## config.mk

```make
export PLATFORM = sky130hd
export DESIGN_NAME = if_fetch_unit_flat
export DESIGN_NICKNAME = d
export VERILOG_FILES = /design/src/rtl/if_fetch_unit_if.sv /design/src/rtl/if_fetch_unit.sv /design/src/flat_wrapper.sv
export SDC_FILE = /design/constraint.sdc
export NUM_CORES = 1
export LEC_CHECK = 0
export BUFFER_PORTS_ARGS = -buffer_cell sky130_fd_sc_hd__buf_2
export CAP_MARGIN = 20
export CORE_MARGIN = 4
export CORE_UTILIZATION = 49
export CTS_CLUSTER_SIZE = 25
export DETAILED_ROUTE_END_ITERATION = 8
export PLACE_DENSITY = 0.89
export REMOVE_ABC_BUFFERS = 1
export SLEW_MARGIN = 20
export SYNTH_ARGS = -nofsm -noshare
export SYNTH_HDL_FRONTEND = slang
export SYNTH_SLANG_ARGS = --single-unit
```

## constraint.sdc

```tcl
create_clock -name clk -period 2.6 [get_ports clk]
set_clock_uncertainty 0.2 [all_clocks]
set_input_delay 0.52 -clock clk [delete_from_list [all_inputs] [get_ports clk]]
set_output_delay 0.52 -clock clk [all_outputs]
set_load 0.005 [all_outputs]
```

## src/rtl/if_fetch_unit_if.sv

```systemverilog
// ----------------------------------------------------------------------------
// if_fetch_unit_if
//  Bundles every non-clock, non-reset signal of the fetch unit.
//  master : the environment side (ctrl, ID stage, instruction ROM).
//  slave  : the fetch unit itself.
//  Signals:
//   stall_if, stall_id, flush, new_pc        ctrl -> fetch
//   branch_flag_i, branch_target_address_i   ID   -> fetch
//   inst_rom_data_i                          ROM  -> fetch
//   inst_rom_ce_o, inst_rom_addr_o           fetch -> ROM
//   id_pc_o, id_inst_o                       fetch -> ID
//   fetch_cnt_o, bubble_cnt_o                performance counters
// ----------------------------------------------------------------------------
interface if_fetch_unit_if;
    logic        stall_if;
    logic        stall_id;
    logic        flush;
    logic [31:0] new_pc;
    logic        branch_flag_i;
    logic [31:0] branch_target_address_i;
    logic [31:0] inst_rom_data_i;
    logic        inst_rom_ce_o;
    logic [31:0] inst_rom_addr_o;
    logic [31:0] id_pc_o;
    logic [31:0] id_inst_o;
    logic [31:0] fetch_cnt_o;
    logic [31:0] bubble_cnt_o;

    modport master (
        output stall_if, stall_id, flush, new_pc,
        output branch_flag_i, branch_target_address_i, inst_rom_data_i,
        input  inst_rom_ce_o, inst_rom_addr_o, id_pc_o, id_inst_o,
        input  fetch_cnt_o, bubble_cnt_o
    );

    modport slave (
        input  stall_if, stall_id, flush, new_pc,
        input  branch_flag_i, branch_target_address_i, inst_rom_data_i,
        output inst_rom_ce_o, inst_rom_addr_o, id_pc_o, id_inst_o,
        output fetch_cnt_o, bubble_cnt_o
    );
endinterface

```

## src/rtl/if_fetch_unit.sv

```systemverilog
// ----------------------------------------------------------------------------
// if_fetch_unit
//  MIPS IF stage plus IF/ID pipeline register. Holds the PC, drives the
//  instruction ROM and presents pc/inst to ID. Branch requests from ID honour
//  the delay slot; a branch arriving while IF is stalled is parked and taken
//  once the stall releases. An exception flush redirects to new_pc and
//  overrides everything else.
//  Ports:
//   clk  rising-edge clock
//   rst  synchronous reset, active-low
//   bus  if_fetch_unit_if.slave (controls, branch, ROM, IF/ID outputs, counters)
//  Parameter:
//   RESET_PC  PC loaded on reset, first fetch address
//  Build option:
//   IF_FETCH_PERF_CNT_EN  when defined, fetch_cnt_o / bubble_cnt_o count
//                         IF/ID loads of real instructions and of bubbles;
//                         otherwise both ports are tied to zero.
// ----------------------------------------------------------------------------
module if_fetch_unit #(
    parameter logic [31:0] RESET_PC = 32'h0000_0000
) (
    input  logic          clk,
    input  logic          rst,
    if_fetch_unit_if.slave bus
);

    // ce doubles as the FSM state: BOOT idles the ROM for one cycle after reset
    typedef enum logic {BOOT = 1'b0, RUN = 1'b1} state_t;

    state_t      state_q, state_d;
    logic [31:0] pc_q, pc_d;
    logic        pend_vld_q, pend_vld_d;
    logic [31:0] pend_tgt_q, pend_tgt_d;
    logic [31:0] id_pc_q, id_pc_d;
    logic [31:0] id_inst_q, id_inst_d;
    logic        ce;

    assign ce = (state_q == RUN);

    assign bus.inst_rom_ce_o   = ce;
    assign bus.inst_rom_addr_o = pc_q;
    assign bus.id_pc_o         = id_pc_q;
    assign bus.id_inst_o       = id_inst_q;

    // ---- IF stage: state, PC and parked-branch next values ----
    always_comb begin
        state_d    = state_q;
        pc_d       = pc_q;
        pend_vld_d = pend_vld_q;
        pend_tgt_d = pend_tgt_q;

        if (state_q == BOOT) begin
            state_d = RUN;
        end else begin
            if (bus.flush) begin
                pc_d       = bus.new_pc;
                pend_vld_d = 1'b0;
            end else if (bus.stall_if && bus.branch_flag_i) begin
                // newest target wins even if one is already parked
                pend_vld_d = 1'b1;
                pend_tgt_d = bus.branch_target_address_i;
            end else if (bus.stall_if) begin
                pc_d = pc_q;
            end else if (bus.branch_flag_i) begin
                pc_d       = bus.branch_target_address_i;
                pend_vld_d = 1'b0;
            end else if (pend_vld_q) begin
                pc_d       = pend_tgt_q;
                pend_vld_d = 1'b0;
            end else begin
                pc_d = pc_q + 32'd4;
            end
        end
    end

    // ---- IF/ID register next values ----
    always_comb begin
        id_pc_d   = id_pc_q;
        id_inst_d = id_inst_q;

        if (bus.flush) begin
            id_pc_d   = 32'h0;
            id_inst_d = 32'h0;
        end else if (bus.stall_id) begin
            id_pc_d   = id_pc_q;
            id_inst_d = id_inst_q;
        end else if (bus.stall_if || !ce) begin
            // ID keeps moving while IF is held or idle: feed it a nop
            id_pc_d   = 32'h0;
            id_inst_d = 32'h0;
        end else begin
            id_pc_d   = pc_q;
            id_inst_d = bus.inst_rom_data_i;
        end
    end

    always_ff @(posedge clk) begin
        if (!rst) begin
            state_q    <= BOOT;
            pc_q       <= RESET_PC;
            pend_vld_q <= 1'b0;
            pend_tgt_q <= 32'h0;
            id_pc_q    <= 32'h0;
            id_inst_q  <= 32'h0;
        end else begin
            state_q    <= state_d;
            pc_q       <= pc_d;
            pend_vld_q <= pend_vld_d;
            pend_tgt_q <= pend_tgt_d;
            id_pc_q    <= id_pc_d;
            id_inst_q  <= id_inst_d;
        end
    end

`ifdef IF_FETCH_PERF_CNT_EN
    logic [31:0] fetch_cnt_q;
    logic [31:0] bubble_cnt_q;
    logic        load_fetch;
    logic        load_bubble;

    // a hold (stall_id without flush) loads nothing and counts nothing
    always_comb begin
        load_fetch  = 1'b0;
        load_bubble = 1'b0;
        if (bus.flush) begin
            load_bubble = 1'b1;
        end else if (!bus.stall_id) begin
            if (bus.stall_if || !ce) begin
                load_bubble = 1'b1;
            end else begin
                load_fetch = 1'b1;
            end
        end
    end

    always_ff @(posedge clk) begin
        if (!rst) begin
            fetch_cnt_q  <= 32'h0;
            bubble_cnt_q <= 32'h0;
        end else begin
            if (load_fetch) begin
                fetch_cnt_q <= fetch_cnt_q + 32'd1;
            end
            if (load_bubble) begin
                bubble_cnt_q <= bubble_cnt_q + 32'd1;
            end
        end
    end

    assign bus.fetch_cnt_o  = fetch_cnt_q;
    assign bus.bubble_cnt_o = bubble_cnt_q;
`else
    assign bus.fetch_cnt_o  = 32'h0;
    assign bus.bubble_cnt_o = 32'h0;
`endif

endmodule

```

## src/flat_wrapper.sv

```systemverilog
// flat-port wrapper written by rule: the top's interface ports become plain ports
module if_fetch_unit_flat 
#(
    parameter logic [31:0] RESET_PC = 32'h0000_0000
)
  (clk, rst, bus_stall_if, bus_stall_id, bus_flush, bus_new_pc, bus_branch_flag_i, bus_branch_target_address_i, bus_inst_rom_data_i, bus_inst_rom_ce_o, bus_inst_rom_addr_o, bus_id_pc_o, bus_id_inst_o, bus_fetch_cnt_o, bus_bubble_cnt_o);
  if_fetch_unit_if bus_i ();
  input  logic clk;
  input  logic rst;
  input wire logic [$bits(bus_i.stall_if)-1:0] bus_stall_if;
  input wire logic [$bits(bus_i.stall_id)-1:0] bus_stall_id;
  input wire logic [$bits(bus_i.flush)-1:0] bus_flush;
  input wire logic [$bits(bus_i.new_pc)-1:0] bus_new_pc;
  input wire logic [$bits(bus_i.branch_flag_i)-1:0] bus_branch_flag_i;
  input wire logic [$bits(bus_i.branch_target_address_i)-1:0] bus_branch_target_address_i;
  input wire logic [$bits(bus_i.inst_rom_data_i)-1:0] bus_inst_rom_data_i;
  output wire logic [$bits(bus_i.inst_rom_ce_o)-1:0] bus_inst_rom_ce_o;
  output wire logic [$bits(bus_i.inst_rom_addr_o)-1:0] bus_inst_rom_addr_o;
  output wire logic [$bits(bus_i.id_pc_o)-1:0] bus_id_pc_o;
  output wire logic [$bits(bus_i.id_inst_o)-1:0] bus_id_inst_o;
  output wire logic [$bits(bus_i.fetch_cnt_o)-1:0] bus_fetch_cnt_o;
  output wire logic [$bits(bus_i.bubble_cnt_o)-1:0] bus_bubble_cnt_o;
  assign bus_i.stall_if = bus_stall_if;
  assign bus_i.stall_id = bus_stall_id;
  assign bus_i.flush = bus_flush;
  assign bus_i.new_pc = bus_new_pc;
  assign bus_i.branch_flag_i = bus_branch_flag_i;
  assign bus_i.branch_target_address_i = bus_branch_target_address_i;
  assign bus_i.inst_rom_data_i = bus_inst_rom_data_i;
  assign bus_inst_rom_ce_o = bus_i.inst_rom_ce_o;
  assign bus_inst_rom_addr_o = bus_i.inst_rom_addr_o;
  assign bus_id_pc_o = bus_i.id_pc_o;
  assign bus_id_inst_o = bus_i.id_inst_o;
  assign bus_fetch_cnt_o = bus_i.fetch_cnt_o;
  assign bus_bubble_cnt_o = bus_i.bubble_cnt_o;
  if_fetch_unit #(.RESET_PC(RESET_PC)) u_core (.clk(clk), .rst(rst), .bus(bus_i));
endmodule
```

==> impl_metrics.tcl, run 1 <==
set metrics [dict create \
    hp-start "bus_inst_rom_data_i[23]" \
    rows 42 \
    num-fill-cells 1152 \
    utilization_pct 61.72 \
    switchingPower_uw 1269 \
    hp-class "in2reg" \
    relSlewSlack_pct 62.48 \
    grt_max_degree 65 \
    r2r-start "u_core.bus.inst_rom_addr_o[13]$_SDFFE_PN0P_" \
    grt_use_total_pct 25.31 \
    grt_pass1_wl_um 32280 \
    powerDensity_nw_per_um2 626.7 \
    gr-total-overflow 0 \
    path_cells "nand4_1 -> nor4_1 -> mux2_2 -> a2111oi_0 -> nor3_1" \
    use_met3_pct 5.875 \
    muxShareOfSynthArea_pct 1.076 \
    synth-compound-area-share_pct 23.34 \
    cts_sinks 130 \
    firstDrtPassIters 6 \
    ys_types 64 \
    power_leakage_uw 0.003460 \
    clk_pin_slew_ps 60 \
    yosysWarnings 0 \
    grt_busiest_layer "met2" \
    core_area_um2 13240 \
    grtUsageMet1_pct 31.57 \
    routedWlPerCell_um 17.17 \
    crit_cells 5 \
    cts_buffer_depth 2 \
    total_power_uw 5122 \
    place_hpwl_um 14650 \
    antenna_found_initial 1 \
    cpMaxStageDelayCell "dfxtp_1" \
    seqCellArea_um2 2603 \
    final_hold_viol_count 0 \
    cts_setup_buffers 0 \
    max-vdd-ir-drop_uv 432.9 \
    ys.flop_type "dfxtp_1" \
    ctsRootBufferMaster "clkbuf_16" \
    syn_area_um2 6626 \
    status "completed" \
    grt_util_met2_pct 40.59 \
    p_seq_share_pct 41.4 \
    tightestPinTransition_ps 548.6 \
    ios 263 \
    fp.dieW_um 124.3 \
    crit_path_end_kind "flip-flop" \
    power_frac_comb_pct 12.0 \
    swShare_pct 24.77 \
    ys_seq_area_share_pct 39.27 \
    crit_type "reg2reg" \
    drive_gt1_share_pct 26.53 \
    die_y_um 124.3 \
    final.min_clock_period_ps 2404 \
    drv_cap 0 \
    start_kind "flip-flop" \
    grt_setup_unrepaired "no" \
    drc 0 \
    whs_path_depth 3 \
    ant_nets 0 \
    setup_violations 0 \
    synthArstFlopShare_pct 0 \
    fin_crit_sh_pct 92.47 \
    globalplace.congestion 0.9213 \
    portBuffers 198 \
    cpLargestDelayFamily "simple AND/OR/NAND/NOR gates" \
    fmax_mhz 416.0 \
    drt-vias-per-instance 5.740 \
    insertion_delay_ps 420 \
    cts.htree.levels 4 \
    synth_edf_count 0 \
    critPathBufInv 0 \
    drt_iter0_drc 766 \
    maxSlewViolCount 0 \
    numCtsBuffers 17 \
    dr_total_vias 6923 \
    cts_tree "done" \
    synthSimpleGateAreaFrac_pct 22.00 \
    synthCells 834 \
    nets 1120 \
    internal_power_uw 3853 \
    grt_pass1_vias 6454 \
    slowest_delay_ps 510 \
    ff2ff_path_depth 5 \
    worstSetupStartpoint "u_core.bus.inst_rom_addr_o[13]$_SDFFE_PN0P_" \
    area_delta_synth_final_pct 23.34 \
    cts_hold_buf 0 \
    cp_max_fo 7 \
    drt-total-wl_um 20710 \
    initial_core_util_pct 50.04 \
    synth_top_family_by_area "compound AO/OA/AOI/OAI gates" \
    crit_required_ps 2690 \
    p_clk_share_pct 46.6 \
    synth_xor_area_share_pct 1.454 \
    yosys.area_share.adder_pct 0.1888 \
    die_area_um2 15450 \
    multiInputGateArea_um2 3435 \
    cp.arrival_ps 2500 \
    synth_seq_cells 130 \
    avgSynthCellArea_um2 7.945 \
    ctsResizeCount 0 \
]
==> worst paths after layout <==
kind | end | slack (ps)
hold reg to reg | u_core.pend_tgt_q[13]$_SDFFE_PN0P_ | 250
hold / removal | u_core.bus.id_inst_o[23]$_SDFFE_PP0N_ | 130
setup reg to reg | u_core.bus.inst_rom_addr_o[19]$_SDFFE_PN0P_ | 200
setup / recovery | u_core.bus.inst_rom_addr_o[19]$_SDFFE_PN0P_ | 200
==> cell families after synthesis <==
kind of cell,after synthesis
multiplexers,7
XOR/XNOR,11
buffers and inverters,142
adder cells (fa/ha/maj),1
flip-flops,130
other,1
AO/OA/AOI/OAI,230
AND/OR/NAND/NOR,312
==> layer usage <==
| layer | vias to the layer above | share of wire [%] | wire length (µm) |
|---|---|---|---|
| li1 | 3212 | - | - |
| met1 | 3208 | 40 | 8330 |
| met2 | 441 | 47 | 9759 |
| met3 | 62 | 9.5 | 1963 |
| met4 | 0 | 3.2 | 654 |
| met5 | - | 0 | 0 |
==> power groups by stage <==
| stage | logic [µW] | clock network (µW) | registers (µW) |
|---|---|---|---|
| after floorplan | 261 | 0 | 2170 |
| after global placement | 589 | 0 | 2150 |
| after detailed placement | 596 | 0 | 2160 |
| after CTS | 603 | 2410 | 2110 |
| after global routing | 670 | 2490 | 2120 |
| final | 615 | 2390 | 2120 |
==> cell usage in the layout (no fill, tap or decap), types with 4 or more instances in the layout <==
| cell | n |
|---|---|
| buf_2 | 198 |
| nor2_1 | 85 |
| and3_1 | 9 |
| o31a_1 | 7 |
| o22ai_1 | 9 |
| xnor2_1 | 8 |
| o21ai_0 | 36 |
| clkbuf_1 | 4 |
| nor3_1 | 21 |
| o221ai_1 | 9 |
| o2bb2ai_1 | 4 |
| inv_1 | 8 |
| nand3_1 | 20 |
| a22oi_1 | 64 |
| nand2_1 | 115 |
| mux2i_1 | 6 |
| or3_1 | 5 |
| o211ai_1 | 9 |
| nand2b_1 | 8 |
| nand4_1 | 8 |
| clkbuf_16 | 17 |
| a21oi_1 | 55 |
| nor4_1 | 14 |
| a211oi_1 | 7 |
| buf_4 | 34 |
| dfxtp_1 | 130 |
| conb_1 | 64 |
| nor2b_1 | 4 |
| clkbuf_8 | 6 |
==> synth_stat cells (all sizes together), types with 3 or more instances <==
library cell | number | area (µm²)
mux2i | 6 | 60.06
nor3 | 21 | 105.1
clkbuf | 55 | 206.5
o31ai | 3 | 22.52
nand3b | 3 | 22.52
a21oi | 55 | 275.3
or4 | 3 | 26.27
a22oi | 64 | 480.5
o21ai | 37 | 185.2
dfxtp | 130 | 2603
o2bb2ai | 4 | 35.03
nor4 | 15 | 108.9
buf | 77 | 586.8
xnor2 | 8 | 70.07
a32o | 3 | 30.03
or3 | 5 | 31.28
nand2 | 117 | 446.7
nor3b | 3 | 22.52
a211oi | 7 | 52.55
o311ai | 3 | 26.28
o221ai | 9 | 78.83
xor2 | 3 | 26.28
o211ai | 9 | 67.56
nand2b | 8 | 50.05
inv | 8 | 30.03
a31oi | 3 | 18.77
nor2 | 86 | 322.8
nand3 | 22 | 127.6
and3 | 9 | 56.30
nor2b | 4 | 25.02
o31a | 8 | 71.32
nand4 | 8 | 50.05
o22ai | 9 | 56.30
==> state kept, by name (all words and copies together), names as in the netlist <==
signal,cells
u_core.bus.id_inst_o,32
u_core.bus.id_pc_o,32
u_core.bus.inst_rom_addr_o,32
u_core.bus.inst_rom_ce_o,1
u_core.pend_tgt_q,32
u_core.pend_vld_q,1
==> final cells by class <==
class / count / area share [%]
multi-input cells: 625 / 42.02
flip-flops and latches: 130 / 31.84
repair buffers: 234 / 15.74
clock buffers: 27 / 6.399
well taps: 176 / 2.694
clock inverters: 4 / 0.8573
inverters: 9 / 0.4133
diodes: 1 / 0.03062
==> worst register-to-register path, stage by stage (launching register included) <==
cell	delay (ps)
dfxtp_1	510
nand4_1	210
nor4_1	430
mux2_2	400
a2111oi_0	440
nor3_1	90
==> stage by stage <==
step                      instances  setup slack [ps]  area (µm²)  hold slack, ps  setup TNS [ps]
final                          1206             195.9        8173           132.2               0
after global routing           1206             107.7        8173           132.8               0
after CTS                      1205             221.8        8170           121.5               0
after detailed placement       1174             249.4        7577           246.5               0
after global placement         1174             370.4        7577           237.5               0
after floorplan                 764            -664.9        6061           231.2          -43530
Note: power is estimated with default switching activity, not from simulation.
==> run 2, diff against run 1 <==
==> constraint.sdc (replaced) <==
create_clock -name clk -period 2.6 [get_ports clk]
set_clock_uncertainty 0.2 [all_clocks]
set_input_delay 0.39 -clock clk [delete_from_list [all_inputs] [get_ports clk]]
set_output_delay 0.39 -clock clk [all_outputs]
set_load 0.005 [all_outputs]
==> impl_metrics.tcl, run 2 (same netlist as run 1, synthesis figures left out) <==
set metrics [dict create \
    ctsResizeCount 0 \
    hp-start "bus_inst_rom_data_i[31]" \
    initial_core_util_pct 50.04 \
    drive_gt1_share_pct 25.83 \
    cts_buffer_depth 2 \
    design_area_um2 8117 \
    relSlewSlack_pct 58.96 \
    status "completed" \
    layout_commonest_cell "buf_2" \
    place_hpwl_um 14270 \
    ios 263 \
    finish.cell_count_without_fillers 1203 \
    num-fill-cells 1195 \
    ff2ff_path_depth 5 \
    powerDensity_nw_per_um2 613.8 \
    grt_setup_unrepaired "no" \
    nets 1117 \
    fmax_mhz 416.0 \
    tns_ps 0 \
    hold_slack_ps 7.691 \
    die_area_um2 15450 \
    cts_tree "done" \
    core_area_um2 13240 \
    maxSlewViolCount 0 \
    crit_type "reg2reg" \
    drt-total-wl_um 20660 \
    cp.arrival_ps 2480 \
    path_cells "nand3_2 -> nor4_1 -> mux2_2 -> a2111oi_0 -> nor3_1" \
    drv_cap 0 \
    routedWlPerCell_um 17.17 \
    drt_iter0_drc 899 \
    fp.dieW_um 124.3 \
    cts.htree.levels 4 \
    mostFrequentLayoutCells "buf_2 (198), dfxtp_1 (130), nand2_1 (115)" \
    dp.cells 1166 \
    numCtsBuffers 17 \
    slowest_delay_ps 480 \
    min_to "u_core.bus.id_inst_o[31]$_SDFFE_PP0N_" \
    globalplace.congestion 0.9098 \
    whs_path_depth 3 \
    fin_crit_sh_pct 92.46 \
    cpMaxStageDelayCell "dfxtp_1" \
    rows 42 \
    multiInputGateArea_um2 3435 \
    max-vdd-ir-drop_uv 440.5 \
    insertion_delay_ps 420 \
    area_delta_synth_final_pct 22.49 \
    grt_use_total_pct 25.83 \
    place_area_um2 7505 \
    reg2reg_to "u_core.bus.inst_rom_addr_o[19]$_SDFFE_PN0P_" \
    grt_pass1_vias 6510 \
    r2r-start "u_core.bus.inst_rom_addr_o[10]$_SDFFE_PN0P_" \
    gr-total-overflow 0 \
    crit_required_ps 2680 \
    r2r_slack_ps 200 \
    drc 0 \
    seqCellArea_um2 2603 \
    grt_pass1_wl_um 33110 \
    ant_nets 0 \
    ctsRootBufferMaster "clkbuf_16" \
    final.min_clock_period_ps 2404 \
    utilization_pct 61.29 \
    cts_sinks 130 \
    drt-vias-per-instance 5.655 \
    cts_setup_buffers 0 \
    die_y_um 124.3 \
    dr_total_vias 6803 \
    tightestPinTransition_ps 613.3 \
    cts_hold_buf 5 \
    portBuffers 198 \
    setup_violations 0 \
    firstDrtPassIters 5 \
    hp-class "in2reg" \
    grt_max_degree 65 \
    final_hold_viol_count 0 \
    cp_max_fo 7 \
    clk_pin_slew_ps 50 \
    start_kind "flip-flop" \
    power_leakage_uw 0.003424 \
    antenna_found_initial 1 \
    crit_path_end_kind "flip-flop" \
]
[run 2: cell types whose count changed in the layout (fill, tap and decap cells not counted), sizes merged]
cell         delta
buf             -8
bufinv          -1
clkbuf          -1
clkinv          +2
dlygate4sd3     +5
[run 2: how the worst max path moves through the flow]
stage	slack, ps	cells past startpoint	end	startpoint
finish	200	5	u_core.bus.inst_rom_addr_o[19]$_SDFFE_PN0P_	u_core.bus.inst_rom_addr_o[10]$_SDFFE_PN0P_
global route	40	5	u_core.bus.inst_rom_addr_o[19]$_SDFFE_PN0P_	u_core.bus.inst_rom_addr_o[10]$_SDFFE_PN0P_
CTS	230	5	u_core.bus.inst_rom_addr_o[19]$_SDFFE_PN0P_	u_core.bus.inst_rom_addr_o[10]$_SDFFE_PN0P_
detailed placement	240	5	u_core.bus.inst_rom_addr_o[19]$_SDFFE_PN0P_	u_core.bus.inst_rom_addr_o[10]$_SDFFE_PN0P_
global placement	360	5	u_core.bus.inst_rom_addr_o[19]$_SDFFE_PN0P_	u_core.bus.inst_rom_addr_o[10]$_SDFFE_PN0P_
floorplan	-630	4	u_core.bus.id_inst_o[0]$_SDFFE_PP0N_	u_core.bus.inst_rom_ce_o$_DFF_P_
[run 2: metal layers]
layer,part of all wire [%],up-vias,global-route usage [%]
li1,-,3206,-
met5,0,-,0
met2,47,411,42.11
met1,41,3121,32.61
met3,9.4,65,6.389
met4,3.1,0,10.83
[run 2: through the flow]
| stage | setup slack, ps | total power (µW) |
|---|---|---|
| 3_5_place_dp | 238.9 | 2742 |
| 6_report | 196.2 | 4982 |
| 3_3_place_gp | 359.0 | 2728 |
| 5_1_grt | 35.90 | 5153 |
| 4_1_cts | 228.0 | 4990 |
| 2_1_floorplan | -626.2 | 2426 |
[run 2: layout make-up]
type	instances	share of cell area, %
Timing Repair Buffer	231	15.57
Antenna cell	1	0.03083
Clock inverter	5	0.6166
Inverter	9	0.4162
Clock buffer	26	6.274
Sequential cell	130	32.06
Multi-Input combinational cell	625	42.32
Tap cell	176	2.713
[run 2: report_power, final]
group	total (µW)	internal [µW]	leakage [µW]	switching, µW
clock network	2260	1430	0.000280	827
logic	597	239	0.00209	358
registers	2130	2050	0.00106	76.2
total	4980	3720	0.00342	1260
[run 2: worst max-delay path: cells and delay by family, from the launching register on]
| family | cells | cell delay [ps] |
|---|---|---|
| DFF | 1 | 480 |
| muxes | 1 | 380 |
| AOI/OAI and AO/OA | 1 | 460 |
| and+or+nand+nor | 3 | 750 |
==> run 3, diff against run 2 <==
--- a/config.mk
+++ b/config.mk
@@ -8,4 +8,5 @@
 export BUFFER_PORTS_ARGS = -buffer_cell sky130_fd_sc_hd__buf_2
 export CAP_MARGIN = 20
+export CORE_ASPECT_RATIO = 0.8
 export CORE_MARGIN = 4
 export CORE_UTILIZATION = 49
==> constraint.sdc (replaced) <==
create_clock -name clk -period 2.6 [get_ports clk]
set_clock_uncertainty 0.2 [all_clocks]
set_input_delay 0.52 -clock clk [delete_from_list [all_inputs] [get_ports clk]]
set_output_delay 0.52 -clock clk [all_outputs]
set_load 0.005 [all_outputs]
==> impl_metrics.tcl, run 3 (same netlist as run 1, synthesis figures left out) <==
set metrics [dict create \
    place_ws_ps 360.1 \
    min_to "u_core.bus.id_inst_o[6]$_SDFFE_PP0N_" \
    slowest_delay_ps 620 \
    crit_path_end_kind "flip-flop" \
    utilization_pct 62.51 \
    drt-total-wl_um 21740 \
    rows 37 \
    switchingPower_uw 1370 \
    grt_max_degree 62 \
    area_delta_synth_final_pct 23.15 \
    fin_crit_sh_pct 90.03 \
    final.min_clock_period_ps 2341 \
    maxSlewViolCount 0 \
    nets 1123 \
    grt_pass1_vias 6263 \
    drive_gt1_share_pct 27.01 \
    cts_sinks 130 \
    hp-class "in2reg" \
    cpLargestDelayFamily "compound AO/OA/AOI/OAI gates" \
    ctsRootBufferMaster "clkbuf_16" \
    seqCellArea_um2 2603 \
    ant_nets 0 \
    grt_setup_unrepaired "no" \
    power_leakage_uw 0.003462 \
    ctsResizeCount 0 \
    cp_max_fo 13 \
    relSlewSlack_pct 59.97 \
    ios 263 \
    power_frac_comb_pct 12.5 \
    crit_type "reg2reg" \
    drt-vias-per-instance 5.739 \
    cts_tree "done" \
    setup_violations 0 \
    p_clk_share_pct 44.8 \
    cp.arrival_ps 2420 \
    reg2reg_to "u_core.bus.inst_rom_addr_o[24]$_SDFFE_PN0P_" \
    cts.htree.levels 4 \
    crit_required_ps 2680 \
    hp-start "bus_inst_rom_data_i[6]" \
    gr-total-overflow 0 \
    powerDensity_nw_per_um2 610.6 \
    ff2ff_path_depth 5 \
    total_power_uw 4983 \
    die_y_um 112.0 \
    initial_core_util_pct 50.76 \
    drc 0 \
    critPathBufInv 1 \
    globalplace.congestion 0.9420 \
    r2r_slack_ps 260 \
    clk_pin_slew_ps 60 \
    grt_pass1_wl_um 33760 \
    cts_hold_buf 0 \
    swShare_pct 27.50 \
    antenna_found_initial 0 \
    fmax_mhz 427.2 \
    place_hpwl_um 15340 \
    tightestPinTransition_ps 600.4 \
    cpMaxStageDelayCell "dfxtp_1" \
    num-fill-cells 1141 \
    path_cells "inv_1 -> o311ai_0 -> a21oi_1 -> a21boi_0 -> o21ai_0" \
    numCtsBuffers 17 \
    die_area_um2 15460 \
    mostFrequentLayoutCells "buf_2 (198), dfxtp_1 (130), nand2_1 (115)" \
    cts_buffer_depth 2 \
    drv_cap 0 \
    status "completed" \
    dr_total_vias 6938 \
    grt_use_total_pct 26.52 \
    start_kind "flip-flop" \
    core_area_um2 13060 \
    tns_ps 0 \
    p_seq_share_pct 42.6 \
    hold_slack_ps 137.9 \
    routedWlPerCell_um 17.98 \
    fp.dieW_um 138.0 \
    final_hold_viol_count 0 \
    cts_setup_buffers 0 \
    internal_power_uw 3613 \
    r2r-start "u_core.pend_vld_q$_SDFFE_PN0P_" \
    insertion_delay_ps 420 \
    portBuffers 198 \
    max-vdd-ir-drop_uv 461.8 \
    firstDrtPassIters 8 \
    whs_path_depth 3 \
    layout_commonest_cell "buf_2" \
    multiInputGateArea_um2 3435 \
    drt_iter0_drc 769 \
    layout_setup_ws_ps 259.2 \
]
run 3: cell types whose count changed in the layout (fill, tap and decap cells not counted):
cell / before / now
inv_6: 0 / 1
clkinv_2: 4 / 5
buf_4: 27 / 36
clkinvlp_4: 0 / 2
dlygate4sd3_1: 5 / 0
clkbuf_1: 4 / 2
buf_12: 1 / 3
clkbuf_8: 5 / 0
clkinv_4: 0 / 4
run 3: how the worst max path moves through the flow:
stage,startpoint,endpoint,cells past startpoint
floorplan,bus_stall_if,u_core.bus.id_inst_o[0]$_SDFFE_PP0N_,4
global placement,u_core.bus.inst_rom_addr_o[5]$_SDFFE_PN0P_,u_core.bus.inst_rom_addr_o[19]$_SDFFE_PN0P_,5
detailed placement,u_core.bus.inst_rom_addr_o[5]$_SDFFE_PN0P_,u_core.bus.inst_rom_addr_o[27]$_SDFFE_PN0P_,5
CTS,u_core.bus.inst_rom_addr_o[7]$_SDFFE_PN0P_,u_core.bus.inst_rom_addr_o[19]$_SDFFE_PN0P_,5
global route,u_core.bus.inst_rom_addr_o[12]$_SDFFE_PN0P_,u_core.bus.inst_rom_addr_o[19]$_SDFFE_PN0P_,5
finish,u_core.pend_vld_q$_SDFFE_PN0P_,u_core.bus.inst_rom_addr_o[24]$_SDFFE_PN0P_,5
run 3: power groups by stage:
stage,Sequential (µW),Clock [µW],Combinational [µW]
finish,2120,2230,625
detailed placement,2160,0,606
floorplan,2170,0,261
CTS,2120,2250,611
global route,2130,2340,680
global placement,2160,0,597
run 3: metal layers:
layer	GRT usage [%]	share of wire, %
met1	37.16	42
met3	6.772	11
met5	0	0
met4	7.176	1.5
met2	40.86	45
run 3: worst reg2reg max path: stages, from the launching register on:
cell      delay, ps
dfxtp_1         620
inv_1           430
o311ai_0        460
a21oi_1         160
a21boi_0        200
o21ai_0         130
run 3: final cells by class:
class	count	share of cell area (%)
Multi-Input combinational cell	625	42.09
Sequential cell	130	31.89
Timing Repair Buffer	237	16.19
Clock buffer	19	5.305
Tap cell	175	2.683
Clock inverter	13	1.395
Inverter	9	0.4140
Antenna cell	1	0.03067
run 3: through the flow:
stage                     cell area (µm²)  instances
after floorplan                      6061        764
after global placement               7611       1176
after detailed placement             7611       1176
after CTS                            8158       1208
after global routing                 8158       1208
final                                8160       1209
